--- src/rtl/alarm_pkg.sv ---
`default_nettype none
// ============================================================================
// Module  : alarm_pkg
// Purpose : Shared types and default timing constants for the alarm scheduler
// Revision: 1.0  initial release
// ============================================================================
package alarm_pkg;

  // Scheduler FSM states
  typedef enum logic [1:0] {
    ST_IDLE   = 2'd0,
    ST_RING   = 2'd1,
    ST_SNOOZE = 2'd2
  } state_t;

  // Wall-clock time as four BCD nibbles, hours tens first
  typedef struct packed {
    logic [3:0] h_tens;
    logic [3:0] h_units;
    logic [3:0] m_tens;
    logic [3:0] m_units;
  } bcd_time_t;

  // Default timing values, in minutes / counts
  localparam int unsigned DEF_SNOOZE_MIN = 5;
  localparam int unsigned DEF_MAX_SNOOZE = 3;
  localparam int unsigned DEF_RING_MIN   = 2;

endpackage
`default_nettype wire

--- src/rtl/alarm_slot_bank.sv ---
`default_nettype none
// ============================================================================
// Module  : alarm_slot_bank
// Purpose : Per-slot alarm time/enable storage and current-time comparators
// Revision: 1.0  initial release
// ============================================================================
module alarm_slot_bank
  import alarm_pkg::*;
#(
  parameter int unsigned NUM_SLOTS = 4
) (
  input  logic                         clk,
  input  logic                         reset_,
  input  logic                         cfg_wr,
  input  logic [$clog2(NUM_SLOTS)-1:0] cfg_slot,
  input  bcd_time_t                    cfg_time,
  input  logic                         cfg_en,
  input  bcd_time_t                    cur_time,
  output logic [NUM_SLOTS-1:0]         match
);

  localparam int SLOT_W = $clog2(NUM_SLOTS);

  bcd_time_t              time_q [NUM_SLOTS];
  logic [NUM_SLOTS-1:0]   en_q;

  generate
    for (genvar i = 0; i < NUM_SLOTS; i++) begin : g_slot
      logic      sel;
      bcd_time_t time_d;
      logic      en_d;

      // Next value for this slot: load on a write addressed to it
      always_comb begin
        sel    = cfg_wr && (cfg_slot == SLOT_W'(i));
        time_d = sel ? cfg_time : time_q[i];
        en_d   = sel ? cfg_en   : en_q[i];
      end

      // Slot configuration registers
      always_ff @(posedge clk) begin
        if (reset_) begin
          time_q[i] <= '0;
          en_q[i]   <= 1'b0;
        end else begin
          time_q[i] <= time_d;
          en_q[i]   <= en_d;
        end
      end

      // A slot matches only while enabled and exactly equal to current time
      assign match[i] = en_q[i] && (time_q[i] == cur_time);
    end
  endgenerate

endmodule
`default_nettype wire

--- src/rtl/alarm_scheduler.sv ---
`default_nettype none
// ============================================================================
// Module  : alarm_scheduler
// Purpose : Multi-slot alarm controller owning the buzzer; arbitrates matched
//           slots and sequences ring / snooze / stop
// Revision: 1.0  initial release
// ============================================================================
module alarm_scheduler
  import alarm_pkg::*;
#(
  parameter int unsigned NUM_SLOTS  = 4,
  parameter int unsigned SNOOZE_MIN = DEF_SNOOZE_MIN,
  parameter int unsigned MAX_SNOOZE = DEF_MAX_SNOOZE,
  parameter int unsigned RING_MIN   = DEF_RING_MIN
) (
  input  logic                         clk,
  input  logic                         reset_,
  input  logic                         minute_tick,
  input  logic [3:0]                   DigN0,
  input  logic [3:0]                   DigN1,
  input  logic [3:0]                   DigN2,
  input  logic [3:0]                   DigN3,
  input  logic                         cfg_wr,
  input  logic [$clog2(NUM_SLOTS)-1:0] cfg_slot,
  input  logic [15:0]                  cfg_time,
  input  logic                         cfg_en,
  input  logic                         STOP,
  input  logic                         Snooze,
  output logic                         buzz,
  output logic [$clog2(NUM_SLOTS)-1:0] active_slot,
  output logic                         busy,
  output logic [NUM_SLOTS-1:0]         pending,
  output logic [1:0]                   snooze_cnt
);

  localparam int         SLOT_W       = $clog2(NUM_SLOTS);
  localparam logic [3:0] C_SNOOZE_MIN = 4'(SNOOZE_MIN);
  localparam logic [3:0] C_RING_MIN   = 4'(RING_MIN);
  localparam logic [1:0] C_MAX_SNOOZE = 2'(MAX_SNOOZE);

  bcd_time_t            cur_time;
  logic [NUM_SLOTS-1:0] match;

  state_t               state_q, state_d;
  logic [SLOT_W-1:0]    active_q, active_d;
  logic [1:0]           snz_cnt_q, snz_cnt_d;
  logic [3:0]           ring_q, ring_d;
  logic [3:0]           snz_tmr_q, snz_tmr_d;
  logic [NUM_SLOTS-1:0] pending_q, pending_d;
  logic                 buzz_q, buzz_d;
  logic                 busy_q, busy_d;

  logic [NUM_SLOTS-1:0] cfg_mask;
  logic [NUM_SLOTS-1:0] grant_pool;
  logic [SLOT_W-1:0]    grant_idx;
  logic                 active_cfg;
  logic                 auto_snooze;

  assign cur_time = {DigN3, DigN2, DigN1, DigN0};

  alarm_slot_bank #(
    .NUM_SLOTS (NUM_SLOTS)
  ) u_bank (
    .clk      (clk),
    .reset_   (reset_),
    .cfg_wr   (cfg_wr),
    .cfg_slot (cfg_slot),
    .cfg_time (bcd_time_t'(cfg_time)),
    .cfg_en   (cfg_en),
    .cur_time (cur_time),
    .match    (match)
  );

  // Slot masks for config writes and lowest-index pending grant
  always_comb begin
    cfg_mask  = '0;
    grant_idx = '0;
    for (int i = 0; i < NUM_SLOTS; i++) begin
      cfg_mask[i] = cfg_wr && (cfg_slot == SLOT_W'(i));
    end
    // A slot being reconfigured this cycle loses its pending request
    grant_pool = pending_q & ~cfg_mask;
    for (int i = NUM_SLOTS - 1; i >= 0; i--) begin
      if (grant_pool[i]) grant_idx = SLOT_W'(i);
    end
  end

  // FSM next state, counters and pending bookkeeping
  always_comb begin
    state_d     = state_q;
    active_d    = active_q;
    snz_cnt_d   = snz_cnt_q;
    ring_d      = ring_q;
    snz_tmr_d   = snz_tmr_q;
    active_cfg  = cfg_wr && (cfg_slot == active_q);
    auto_snooze = minute_tick && ((ring_q + 4'd1) == C_RING_MIN);

    unique case (state_q)
      ST_IDLE: begin
        if (|grant_pool) begin
          state_d   = ST_RING;
          active_d  = grant_idx;
          snz_cnt_d = 2'd0;
          ring_d    = 4'd0;
        end
      end
      ST_RING: begin
        if (active_cfg || STOP) begin
          state_d = ST_IDLE;
        end else if (Snooze || auto_snooze) begin
          // Once the snooze allowance is used up, a snooze ends the event;
          // a simultaneous tick is absorbed by the fresh timer load
          if (snz_cnt_q == C_MAX_SNOOZE) begin
            state_d = ST_IDLE;
          end else begin
            state_d   = ST_SNOOZE;
            snz_cnt_d = snz_cnt_q + 2'd1;
            snz_tmr_d = C_SNOOZE_MIN;
          end
        end else if (minute_tick) begin
          ring_d = ring_q + 4'd1;
        end
      end
      ST_SNOOZE: begin
        if (active_cfg || STOP) begin
          state_d = ST_IDLE;
        end else if (minute_tick) begin
          if (snz_tmr_q <= 4'd1) begin
            state_d   = ST_RING;
            ring_d    = 4'd0;
            snz_tmr_d = 4'd0;
          end else begin
            snz_tmr_d = snz_tmr_q - 4'd1;
          end
        end
      end
      default: state_d = ST_IDLE;
    endcase

    // Set on match, then clear for config writes and the granted slot;
    // the slot currently owning the buzzer is never re-pended
    pending_d = pending_q;
    for (int i = 0; i < NUM_SLOTS; i++) begin
      if (minute_tick && match[i] && !(busy_q && active_q == SLOT_W'(i))) begin
        pending_d[i] = 1'b1;
      end
      if (cfg_mask[i]) begin
        pending_d[i] = 1'b0;
      end
      if ((state_q == ST_IDLE) && (|grant_pool) && (grant_idx == SLOT_W'(i))) begin
        pending_d[i] = 1'b0;
      end
    end

    buzz_d = (state_d == ST_RING);
    busy_d = (state_d != ST_IDLE);
  end

  // State, counters and registered outputs
  always_ff @(posedge clk) begin
    if (reset_) begin
      state_q   <= ST_IDLE;
      active_q  <= '0;
      snz_cnt_q <= 2'd0;
      ring_q    <= 4'd0;
      snz_tmr_q <= 4'd0;
      pending_q <= '0;
      buzz_q    <= 1'b0;
      busy_q    <= 1'b0;
    end else begin
      state_q   <= state_d;
      active_q  <= active_d;
      snz_cnt_q <= snz_cnt_d;
      ring_q    <= ring_d;
      snz_tmr_q <= snz_tmr_d;
      pending_q <= pending_d;
      buzz_q    <= buzz_d;
      busy_q    <= busy_d;
    end
  end

  assign buzz        = buzz_q;
  assign busy        = busy_q;
  assign active_slot = active_q;
  assign pending     = pending_q;
  assign snooze_cnt  = snz_cnt_q;

endmodule
`default_nettype wire

--- config.mk ---
export PLATFORM = sky130hd
export DESIGN_NAME = alarm_scheduler
export DESIGN_NICKNAME = d
export VERILOG_FILES = /design/src/rtl/alarm_pkg.sv /design/src/rtl/alarm_slot_bank.sv /design/src/rtl/alarm_scheduler.sv
export SDC_FILE = /design/constraint.sdc
export NUM_CORES = 1
export LEC_CHECK = 0
export ABC_CLOCK_PERIOD_IN_PS = 2400
export CAP_MARGIN = 20
export CELL_PAD_IN_SITES_DETAIL_PLACEMENT = 0
export CELL_PAD_IN_SITES_GLOBAL_PLACEMENT = 1
export CORE_MARGIN = 2
export CORE_UTILIZATION = 32
export CTS_CLUSTER_SIZE = 10
export DETAILED_ROUTE_END_ITERATION = 8
export GPL_ROUTABILITY_DRIVEN = 0
export MAX_ROUTING_LAYER = met4
export PLACE_DENSITY = 0.63
export SYNTH_ARGS = -nofsm -noshare
export SYNTH_HDL_FRONTEND = slang
export SYNTH_HIERARCHICAL = 1
export SYNTH_SLANG_ARGS = --single-unit
export TNS_END_PERCENT = 20
--- constraint.sdc ---
create_clock -name clk -period 2.4 [get_ports clk]
set_input_delay 0.24 -clock clk [delete_from_list [all_inputs] [get_ports clk]]
set_output_delay 0.24 -clock clk [all_outputs]
set_load 0.01 [all_outputs]
# Word-level counts from Yosys, hierarchy flattened
# Memory sizes are Yosys's and may differ from the RTL's.
# Index checks and enable logic that the tools add are counted.
# word_totals
register_bits	24
latch_bits	0
ram_bits	64
mem_bits_ro	0
inputBits	41
output_inout_bits	10
wordCells	147
memories	1
# mem_list
memory	depth	word_bits	rd	rd_clocked_by_memory_dff	wr	line	rtl
u_bank.time_q	4	16	4	0	4	alarm_slot_bank.sv:24	bcd_time_t time_q [NUM_SLOTS];
# op_classes
addsub	3
mul	0
n_div	0
magnitude_cmp	1
n_eq_ne	28
shift	0
mux	43
n_bitwise	6
n_reduce_logical	50
# op_table
op	n
16-bit two-way mux	8
16-bit == test	4
4-bit two-way mux	13
2-bit two-way mux	15
1-bit logical AND	27
2-bit == test (second input constant)	8
2-bit != test (second input constant)	8
4-bit one-hot mux with 3 select lines	1
3-bit OR reduction	4
2-bit by 1-bit == test with 1-bit output (second input constant)	5
2-bit zero test	4
4-bit one-hot mux with 2 select lines	1
8-bit AND reduction	1
2-bit one-hot mux with 3 select lines	1
6-bit AND reduction	1
2-bit nonzero test	3
5-bit AND reduction	1
4-bit by 1-bit adder with 4-bit output (second input constant)	1
4-bit bitwise AND	1
4-bit by 2-bit == test with 1-bit output (second input constant)	1
4-bit by 1-bit <= comparator with 1-bit output (second input constant)	1
1-bit zero test	4
4-bit inverter	1
1-bit OR	4
other kinds (10)	13

# Logic depth before layout (Yosys ltp)
# logic_depth
depth_word	11
depth_mapped	8

# Cells and area by module
# The synthesis kept the hierarchy.
# by_module_without_submodules
module	n_inst	cells_each	area_each_um2	seq_area_each_um2
alarm_slot_bank	1	400	3139.3	1361.3
alarm_scheduler	1	153	1340.0	400.4

# Worst setup path before layout
# OpenSTA, ideal clock, no wires.
# synth_timing
path_type	register -> register
startpoint	reg snz_tmr_q[0]
endpoint	reg ring_q[1]
setup_time_ps	121
arrival_time_ps	1756
setup_slack_ps	523
stages_incl_launch_ff	8
path_cell_list	dfxtp_1 -> inv_1 -> ha_1 -> nor2_1 -> or3b_4 -> o41ai_4 -> o32ai_2 -> mux2_4
# synth_via
elab_chain_len	3
# synth_lines
item	line	rtl
start: declaration	alarm_scheduler.sv:48	logic [3:0] snz_tmr_q, snz_tmr_d;
start signal: assignment	alarm_scheduler.sv:175	snz_tmr_q <= snz_tmr_d;
4-bit by 1-bit <= comparator with 1-bit output	alarm_scheduler.sv:128	if (snz_tmr_q <= 4'd1) begin
2-bit != test (no line)	-	
8-bit AND reduction (no line)	-	
end signal: assignment	alarm_scheduler.sv:174	ring_q <= ring_d;
end: declaration	alarm_scheduler.sv:47	logic [3:0] ring_q, ring_d;
# Every way passes these cells.
# A chain may end at the register's enable or synchronous reset.

# Worst setup path after layout
# layout_timing
startpoint	in DigN0[3]
endpoint	reg pending_q[1] (netlist: pending[1])
# layout_via
elab_chain_len	4
# layout_lines
item	line	rtl
start: declaration	alarm_scheduler.sv:19	input logic [3:0] DigN0,
16-bit == test	alarm_slot_bank.sv:52	assign match[i] = en_q[i] && (time_q[i] == cur_time);
1-bit logical AND	alarm_slot_bank.sv:52	
named net match[1]	alarm_scheduler.sv:42	logic [NUM_SLOTS-1:0] match;
1-bit logical AND (2 in a row)	alarm_scheduler.sv:144	if (minute_tick && match[i] && !(busy_q && active_q == SLOT_W'(i))) begin
end signal: assignment	alarm_scheduler.sv:176	pending_q <= pending_d;
end: declaration	alarm_scheduler.sv:49	logic [NUM_SLOTS-1:0] pending_q, pending_d;
# The timed path passes the listed nets, and every way through them passes these cells.

==> metrics <==
Post-Synth Simple-Gate Area 0.233; vias in the first global route 3857; CTS tree done; EDFF count, synth 0; Mapped Area 4480 um2; GR Overflow Total 0; Pleak 1.91 nW; cell-by-cell trace of the critical path clkdlybuf4s50_1, xor2_1, nor4_1, nand4_1, nor4_1, o211a_1, o221ai_1, a31oi_1; All-Layer GR Usage 0.193; Reg-to-Reg Start snz_tmr_q[0]; area occupied by multi-input gates 2510 um2; Adder-Cell Fraction of Synth Area 0.0140; most common cell type on the critical path nor4_1; Max FO, Critical Path 4; DRT Wirelength 13.2 mm; DR pass1 iterations 4; R2R Setup Slk 0.33 ns; CTS buffer count 9; HPWL after detailed placement 9.68 mm; Hold WC Path Type in -> reg; latest clock arrival within the worst-skew pair 0.34 ns; clk_skew 0.00685 ns; final worst-path cycle share 0.894; Slew Limit Fails 0; max_cap viols 0; Hold EP snz_tmr_q[0]; FF-to-FF End ring_q[0]; DRC viols 0; Hold Path Stages 2; Worst Path Arrival 2.41 ns; Rows 43; Synth Instances 553; CP endpoint kind flop; Switching Share 0.249; power density over cell area 590 nW/um2; post-route total power 3.27 mW; Max Root-Sink Buffers 2; syn nets 599; maximum ir drop on the vdd rail 0.336 mV; full die area 15000 um2; wire length per cell 16.7 um; sequential share of the synthesized area 0.393; first-pass GRT wire length 21.2 mm; Synth-to-Final Area Change 23.8%; most frequently used flop master after synthesis dfxtp_1; worst path bufs/invs 1; initial antenna violation count 0; register area 1760 um2; Hold Path Origin reset_; clock sink total 88; clk slew on worst S/H paths 0.06 ns; Crit-path slowest cell clkdlybuf4s50_1; DRT iter0 DRCs 249; worst-margin pin slew 0.771 ns; Initial Util 0.325; post-synthesis async set-or-reset flop share 0; total vias in the final route 3918; Placeable Area 13800 um2; # resized after CTS 0; synth warn 6; Post-CTS Hold Buffers 0; fin nets 653; Net Switching 815 uW; f_max 0.466 GHz; Pint 2.46 mW; Die X 122 um; total negative slack 0 ns; IO Pins 51; Comb pwr share 0.121; RSZ-0062 raised after global routing false; Routed Antenna Nets 0; clock group share of total power 0.414; Avg Cell Area, Syn 8.10 um2; Filler cells 1455; CTS Root Cell clkbuf_16; sequential power share 0.465; final count of hold timing violations 0; post-synth cell types 65; Port Buf Inserts 50; pin count of the biggest net entering global routing 73; CTS H-tree depth 3; Synth Area in Compound Gates 0.171; layout cell share with drive strength beyond 1 0.109; antenna cells 0; CP top delay family simple AND/OR/NAND/NOR gates; final setup fails 0; FF-to-FF path depth 8; Max-Slew Margin vs Limit 0.486; mux contribution to synthesized area 0.0101; data required time at the worst endpoint 2.67 ns; Die Y 122 um; Synth Register Bits 88; XOR/XNOR Fraction of Synth Area 0.131; Critical Path Source Type input pin; status finished clean; main combinational cell family by area after synthesis simple AND/OR/NAND/NOR gates; min Tclk post-route 2.15 ns; CP peak stage delay 0.53 ns; vias per cell 4.95; CP Class in -> reg; Post-CTS Repair Setup Buffers 0
==> routing by layer <==
| metal | vias up | global-route usage | wire [um] |
|---|---|---|---|
| li1 | 1988 | - | - |
| met1 | 1846 | 0.263 | 6390 |
| met2 | 75 | 0.295 | 6110 |
| met3 | 9 | 0.0358 | 578 |
| met4 | 0 | 0.0481 | 125 |
| met5 | - | - | 0 |
==> how the worst max path moves through the flow <==
stage / start / end / slack (ns) / cells past startpoint
floorplan: snz_tmr_q[0] / ring_q[1] / 0.52 / 7
global placement: DigN2[2] / pending[1] / -0.04 / 8
detailed placement: DigN0[3] / pending[1] / -0.10 / 8
CTS: DigN0[3] / pending[1] / 0.24 / 8
global route: DigN0[3] / pending[1] / 0.07 / 8
finish: DigN0[3] / pending[1] / 0.25 / 8
==> power by group through the flow <==
| stage | sequential, mW | combinational [mW] | clock [mW] |
|---|---|---|---|
| after global routing | 1.53 | 0.432 | 1.47 |
| after CTS | 1.52 | 0.398 | 1.39 |
| after global placement | 1.55 | 0.395 | 0 |
| after detailed placement | 1.56 | 0.396 | 0 |
| final | 1.52 | 0.395 | 1.36 |
| after floorplan | 1.55 | 0.214 | 0 |
==> area by class of cell <==
type	instances	area share
inverter	7	0.00474
clock inverter	3	0.00271
sequential	88	0.318
multi-input combinational	420	0.452
tap	180	0.0406
clock buffer	13	0.0487
timing repair buffer	81	0.134
==> layout by cell type (no fill, tap or decap), types with 3 or more instances in the layout <==
| cell | count |
|---|---|
| a21oi_1 | 78 |
| a31oi_1 | 8 |
| buf_4 | 30 |
| clkbuf_16 | 9 |
| clkbuf_8 | 3 |
| clkdlybuf4s50_1 | 49 |
| clkinv_2 | 3 |
| dfxtp_1 | 88 |
| ha_1 | 5 |
| inv_1 | 7 |
| mux2i_1 | 3 |
| nand2_1 | 155 |
| nand2b_1 | 4 |
| nand3_1 | 5 |
| nand3b_1 | 3 |
| nand4_1 | 13 |
| nor2_1 | 9 |
| nor3_1 | 6 |
| nor4_1 | 8 |
| o31a_1 | 3 |
| or2_1 | 3 |
| or2_2 | 4 |
| xnor2_1 | 50 |
| xor2_1 | 17 |
==> state kept, by name (all words and copies together) (netlist names) <==
signal and cells:
active_slot 2, busy 1, buzz 1, pending 4, ring_q 4, snooze_cnt 2, snz_tmr_q 4, state_q 2
u_bank/en_q 4, u_bank/time_q 64
==> cell families (layout without fill, tap and decap cells) <==
group                      Yosys count  count (layout)
xor gates and xnor gates            67              67
and+or+nand+nor                    225             225
adders and majority gates            5               5
AOI/OAI and AO/OA                  119             119
DFF                                 88              88
buffers and inverters               45             104
muxes                                4               4
==> cells in the mapped netlist, types with 3 or more instances <==
library cell  number  share of area
nand2_1          155           0.13
or2_1              3         0.0042
nand3_1            5         0.0056
nand2b_1           4         0.0056
or2_2              4         0.0056
nand3b_1           3         0.0050
mux2i_1            3         0.0067
o31a_1             3         0.0059
a31oi_1            8          0.011
nor4_1             8          0.011
nand4_1           13          0.018
clkbuf_1          20          0.017
xor2_1            17          0.033
inv_1              7         0.0059
buf_2             13          0.015
a21oi_1           78          0.087
nor3_1             6         0.0067
xnor2_1           50          0.098
ha_1               5          0.014
nor2_1             9         0.0075
dfxtp_1           88           0.39
buf_6              3         0.0075
==> stage by stage <==
stage                     hold slack, ns  std cells  area, um2  utilization  worst slack, ns
after floorplan                    0.376        553       4480            -            0.523
after global placement             0.443        776       5260        0.382          -0.0371
after detailed placement           0.449        776       5260        0.382           -0.101
after CTS                          0.270        792       5550        0.403            0.238
after global routing               0.314        792       5550        0.403           0.0750
final                              0.286        792       5550        0.403            0.255
(Power assumes the default switching activity.)
